`config.mk`:
```
export PLATFORM = sky130hd
export DESIGN_NAME = lsu_mem_stage
export DESIGN_NICKNAME = d
export VERILOG_FILES = /design/src/rtl/lsu_mem_stage.sv
export SDC_FILE = /design/constraint.sdc
export NUM_CORES = 1
export LEC_CHECK = 0
export CELL_PAD_IN_SITES_DETAIL_PLACEMENT = 1
export CELL_PAD_IN_SITES_GLOBAL_PLACEMENT = 1
export CORE_UTILIZATION = 32
export CTS_BUF_LIST = sky130_fd_sc_hd__clkbuf_4 sky130_fd_sc_hd__clkbuf_8
export CTS_CLUSTER_DIAMETER = 200
export DETAILED_ROUTE_END_ITERATION = 8
export PLACE_DENSITY_LB_ADDON = 0.15
export REMOVE_ABC_BUFFERS = 1
export SYNTH_ARGS = -nofsm -noshare
export SYNTH_HDL_FRONTEND = slang
export SYNTH_SLANG_ARGS = --single-unit
```
`constraint.sdc`:
```
create_clock -name clk -period 2.6 [get_ports clk]
set_clock_uncertainty 0.05 [all_clocks]
set_input_delay 0.39 -clock clk [delete_from_list [all_inputs] [get_ports clk]]
set_output_delay 0.39 -clock clk [all_outputs]
set_load 0.1 [all_outputs]
```
`src/rtl/lsu_mem_stage.sv`:
```
// lsu_mem_stage: RISC-V memory-stage load/store unit; one req/gnt/rvalid transaction per accepted request.
// Build option: define LSU_MISALIGN_ERR_EN to fault misaligned accesses instead of force-aligning them.
module lsu_mem_stage #(
  parameter int WIDTH = 32
) (
  input  logic             clk,
  input  logic             reset,
  input  logic             in_valid,
  output logic             in_ready,
  input  logic             is_load,
  input  logic             is_store,
  input  logic [2:0]       funct3,
  input  logic [WIDTH-1:0] addr,
  input  logic [WIDTH-1:0] wdata,
  output logic             mem_req,
  output logic             mem_we,
  output logic [WIDTH-1:0] mem_addr,
  output logic [3:0]       mem_be,
  output logic [WIDTH-1:0] mem_wdata,
  input  logic             mem_gnt,
  input  logic             mem_rvalid,
  input  logic [WIDTH-1:0] mem_rdata,
  output logic             out_valid,
  input  logic             out_ready,
  output logic [WIDTH-1:0] out_rdata,
  output logic             out_err
);

  typedef enum logic [1:0] {IDLE, REQ, WAIT, RESP} state_t;

  state_t     state;
  logic       load_q;
  logic [2:0] funct3_q;
  logic [1:0] off_q;

  logic             legal;
  logic             take_err;
  logic [1:0]       eff_off;
  logic [3:0]       be_next;
  logic [WIDTH-1:0] wdata_next;
  logic [WIDTH-1:0] shifted;
  logic [WIDTH-1:0] load_data;

  // Request decode, evaluated against the live inputs while IDLE.
  // NOTE: every signal assigned in always_comb gets a default first, so no path can infer a latch.
  always_comb begin
    legal      = 1'b0;
    eff_off    = addr[1:0];
    be_next    = 4'b1111;
    wdata_next = wdata;
    if (is_load ^ is_store) begin
      if (is_load) legal = funct3 inside {3'b000, 3'b001, 3'b010, 3'b100, 3'b101};
      else         legal = funct3 inside {3'b000, 3'b001, 3'b010};
    end
    // Natural alignment: halfwords drop addr[0], words drop addr[1:0].
    case (funct3[1:0])
      2'b01:   eff_off = {addr[1], 1'b0};
      2'b10:   eff_off = 2'b00;
      default: eff_off = addr[1:0];
    endcase
    if (is_store) begin
      case (funct3[1:0])
        2'b00: begin
          be_next    = 4'b0001 << eff_off;
          wdata_next = {4{wdata[7:0]}};
        end
        2'b01: begin
          be_next    = 4'b0011 << {eff_off[1], 1'b0};
          wdata_next = {2{wdata[15:0]}};
        end
        default: begin
          be_next    = 4'b1111;
          wdata_next = wdata;
        end
      endcase
    end
  end

`ifdef LSU_MISALIGN_ERR_EN
  logic misaligned;
  assign misaligned = (funct3[1:0] == 2'b01 && addr[0]) ||
                      (funct3[1:0] == 2'b10 && addr[1:0] != 2'b00);
  assign take_err   = !legal || misaligned;
`else
  assign take_err   = !legal;
`endif

  // Load extraction from the byte offset captured at accept time.
  always_comb begin
    shifted   = mem_rdata >> {off_q, 3'b000};
    load_data = mem_rdata;
    case (funct3_q)
      3'b000:  load_data = {{24{shifted[7]}}, shifted[7:0]};
      3'b100:  load_data = {24'h0, shifted[7:0]};
      3'b001:  load_data = {{16{shifted[15]}}, shifted[15:0]};
      3'b101:  load_data = {16'h0, shifted[15:0]};
      default: load_data = mem_rdata;
    endcase
  end

  // NOTE: state and registered outputs use non-blocking assignments so every register samples pre-edge values.
  always_ff @(posedge clk) begin
    if (reset) begin
      state     <= IDLE;
      in_ready  <= 1'b1;
      mem_req   <= 1'b0;
      mem_we    <= 1'b0;
      mem_addr  <= '0;
      mem_be    <= 4'b0000;
      mem_wdata <= '0;
      out_valid <= 1'b0;
      out_rdata <= '0;
      out_err   <= 1'b0;
      load_q    <= 1'b0;
      funct3_q  <= 3'b000;
      off_q     <= 2'b00;
    end else begin
      case (state)
        IDLE: begin
          if (in_valid) begin
            in_ready <= 1'b0;
            load_q   <= is_load;
            funct3_q <= funct3;
            off_q    <= eff_off;
            if (take_err) begin
              out_valid <= 1'b1;
              out_err   <= 1'b1;
              out_rdata <= '0;
              state     <= RESP;
            end else begin
              mem_req   <= 1'b1;
              mem_we    <= is_store;
              mem_addr  <= {addr[WIDTH-1:2], 2'b00};
              mem_be    <= be_next;
              mem_wdata <= wdata_next;
              state     <= REQ;
            end
          end
        end
        REQ: begin
          if (mem_gnt) begin
            mem_req <= 1'b0;
            if (load_q) begin
              state <= WAIT;
            end else begin
              out_valid <= 1'b1;
              out_err   <= 1'b0;
              out_rdata <= '0;
              state     <= RESP;
            end
          end
        end
        WAIT: begin
          if (mem_rvalid) begin
            out_valid <= 1'b1;
            out_err   <= 1'b0;
            out_rdata <= load_data;
            state     <= RESP;
          end
        end
        RESP: begin
          if (out_ready) begin
            out_valid <= 1'b0;
            in_ready  <= 1'b1;
            state     <= IDLE;
          end
        end
        default: state <= IDLE;
      endcase
    end
  end

endmodule

```
==> results.yml, run 1 <==
status:
  outcome: "finished clean"
sta:
  post-route-min-period_ps: 2420
  setup_viol: 0
  tightestPinTransition_ps: 722
  period_share_pct: 93.1
  grt_setup_unrepaired: "false"
  clock.fmax_mhz: 413
  hold_viol: 0
  report.final.slew_viol_count: 0
  slew_headroom_pct: 51.7
synthesis:
  seq_area_frac_synth_pct: 42.9
  avgSynthCellArea_um2: 8.33
  async_flop_share_pct: 0
  synthCells: 622
  synth_warnings: 0
  ys.flop_type: "dfxtp_1"
  netlist_area_um2: 5180
  synth_cell_types: 44
  synth-edff-count: 0
  ys_seq_elements: 111
pwr:
  pwr-share-seq_pct: 30.5
  peakVddDrop_mv: 0.457
  p_sw_mw: 3.40
  p_comb_share_pct: 52.0
  power.internal_mw: 3.46
  power_density_nw_per_um2: 913
  power_leakage_nw: 2.90
  swShare_pct: 49.6
  clkPwrFrac_pct: 17.4
setup_path:
  cp_top_family: "compound AO/OA/AOI/OAI gates"
  cp-end-kind: "flop"
  crit_start: "funct3[0]"
  slowest_delay_ps: 510
  critPathLaunchType: "input pin"
  r2r_slack_ps: 260
  cp_slowest_cell: "clkdlybuf4s50_1"
  path_class: "input pin to flop"
  path_max_fanout: 55
  rr_startpoint: "state[0]"
  critPathBufInv: 3
  crit_chain: "clkdlybuf4s50_1 > inv_1 > ha_1 > nor4_4 > a211oi_2 > a2111o_1 > buf_12 > a221oi_1 > a21oi_1"
  timing.rr.end: "out_rdata[10]"
  worstRegToRegCells: 9
  worstPathArrival_ps: 2640
  critPathRequiredTime_ps: 2820
placed_design:
  dpl.hpwl_um: 13100
  placedCellCount: 1021
  port_buffers: 209
  gp_congestion: 0.755
floorplan:
  fp.dieH_um: 129
  pin_count: 212
  die_x_um: 129
  die-area_um2: 16700
  start_util_pct: 32.8
  core_area_um2: 15800
  rows: 46
cts:
  clockRootBuffer: "clkbuf_8"
  cts_tree: "done"
  cts_buffer_depth: 2
  numCtsBuffers: 9
  clkLatencyLatePin_ps: 380
  holdBufCountCts: 0
  clk_pin_slew_ps: 120
  htreeDepth: 3
  post_cts_buffers: 0
  clock_sinks: 111
  cts_resized: 0
global_route:
  gr-total-overflow: 0
  grt_max_degree: 112
  grt_first_pass_wirelength_um: 28600
  grt_usage_pct: 21.9
  grt_pass1_vias: 5451
  antenna_found_initial: 1
final_layout:
  areaGrowthSynthToFinish_pct: 45.1
  final_cell_mix: "buf_4 (130), nand2_1 (123), dfxtp_1 (111), clkdlybuf4s50_1 (105), a21oi_1 (103)"
  instances_no_fill: 1038
  final_nets: 931
  utilization_pct: 47.5
  final_common_cell: "buf_4"
  drive_gt1_share_pct: 19.5
worst_hold_path:
  hp-start: "mem_wdata[24]"
  hold_depth: 2
  min_to: "mem_wdata[24]"
  hold_path.class: "flop to flop"
route:
  drc: 0
  ant_nets: 0
  drt_wl_total_um: 18200
  vias: 5343
  routedWlPerCell_um: 17.5
  drt_iter0_drc: 290
  vias_per_cell: 5.15
  firstDrtPassIters: 4
flow_run:
  drv_cap: 0
[routing by layer]
layer | track usage [%] | vias to the layer above | part of all wire, %
met5 | 0 | - | 0
met4 | 7.34 | 0 | 1.2
met3 | 4.09 | 15 | 6.2
met2 | 38.3 | 144 | 49
met1 | 27.0 | 2588 | 43
li1 | - | 2596 | -
[final cells by class]
class                   instances  area, µm²
fillers                      1859       8310
diodes                          1       2.50
inverters                      12       45.0
clock buffers                  10        131
flip-flops and latches        111       2220
well taps                     216        270
repair buffers                240       2130
multi-input cells             442       2630
clock inverters                 6       91.3
[registers in the layout (all words and copies together), names as in the netlist]
| signal | count |
|---|---|
| funct3_q | 3 |
| state | 2 |
| mem_req | 1 |
| mem_be | 4 |
| in_ready | 1 |
| mem_addr | 30 |
| out_rdata | 32 |
| load_q | 1 |
| out_valid | 1 |
| out_err | 1 |
| mem_wdata | 32 |
| off_q | 2 |
| mem_we | 1 |
[cell usage after synthesis, types with 7 or more instances]
cell,instances,area (µm²)
clkbuf_1,31,116
nor2_1,23,86.3
nand2b_1,11,68.8
dfxtp_1,111,2220
a221oi_1,7,61.3
inv_1,11,41.3
ha_1,8,100
buf_2,15,75.1
mux2i_1,21,210
nand3_1,7,35.0
nand2_1,124,465
o31ai_1,16,120
a221o_1,8,80.1
nand3b_1,17,128
o211ai_1,28,210
a211oi_1,12,90.1
a21oi_1,103,515
o21ai_0,12,60.1
[metrics by stage]
step           hold WS (ps)  instance area [µm²]  setup TNS (ps)  total power [mW]  setup slack, ps
5_1_grt                 429                 7520               0              7.22             34.6
6_report                411                 7520               0              6.86              180
3_5_place_dp            397                 7300           -6390              5.71             -202
2_1_floorplan           394                 4890          -56420              4.58             -803
3_3_place_gp            392                 7300            -880              5.62            -63.2
4_1_cts                 412                 7520               0              6.92              183
[logic make-up after synthesis]
family / count (synthesis) / share of synthesized area (%)
other: 1 / 0.0723
flip-flops: 111 / 42.9
AO/OA/AOI/OAI: 212 / 26.9
multiplexers: 22 / 4.49
adder cells (fa/ha/maj): 8 / 1.93
AND/OR/NAND/NOR: 198 / 17.3
buffers and inverters: 70 / 6.52
[worst max path at each step]
stage | end | slack, ps | depth (start not counted)
2_1_floorplan | mem_wdata[10] | -800 | 7
3_3_place_gp | out_rdata[8] | -60 | 9
3_5_place_dp | out_rdata[10] | -200 | 9
4_1_cts | out_err | 180 | 10
5_1_grt | out_rdata[15] | 30 | 10
6_report | out_rdata[10] | 180 | 9
[power by group through the flow]
stage / clock network (mW) / registers (mW) / logic [mW]
final: 1.20 / 2.10 / 3.57
after global routing: 1.31 / 2.13 / 3.78
after CTS: 1.24 / 2.10 / 3.59
after detailed placement: 0 / 2.14 / 3.57
after global placement: 0 / 2.12 / 3.50
after floorplan: 0 / 3.56 / 1.03
[worst min-delay path: stages, from the launching register on]
cell     delay (ps)
dfxtp_1         320
nand2_1          50
a21oi_1          50
Note: power is estimated with default switching activity, not from simulation.
==> run 2: changes to the inputs <==
Settings changed: SLEW_MARGIN from default to 20.
==> results of run 2 <==
The final DEF is identical to that of run 1; final timing and power are the same.
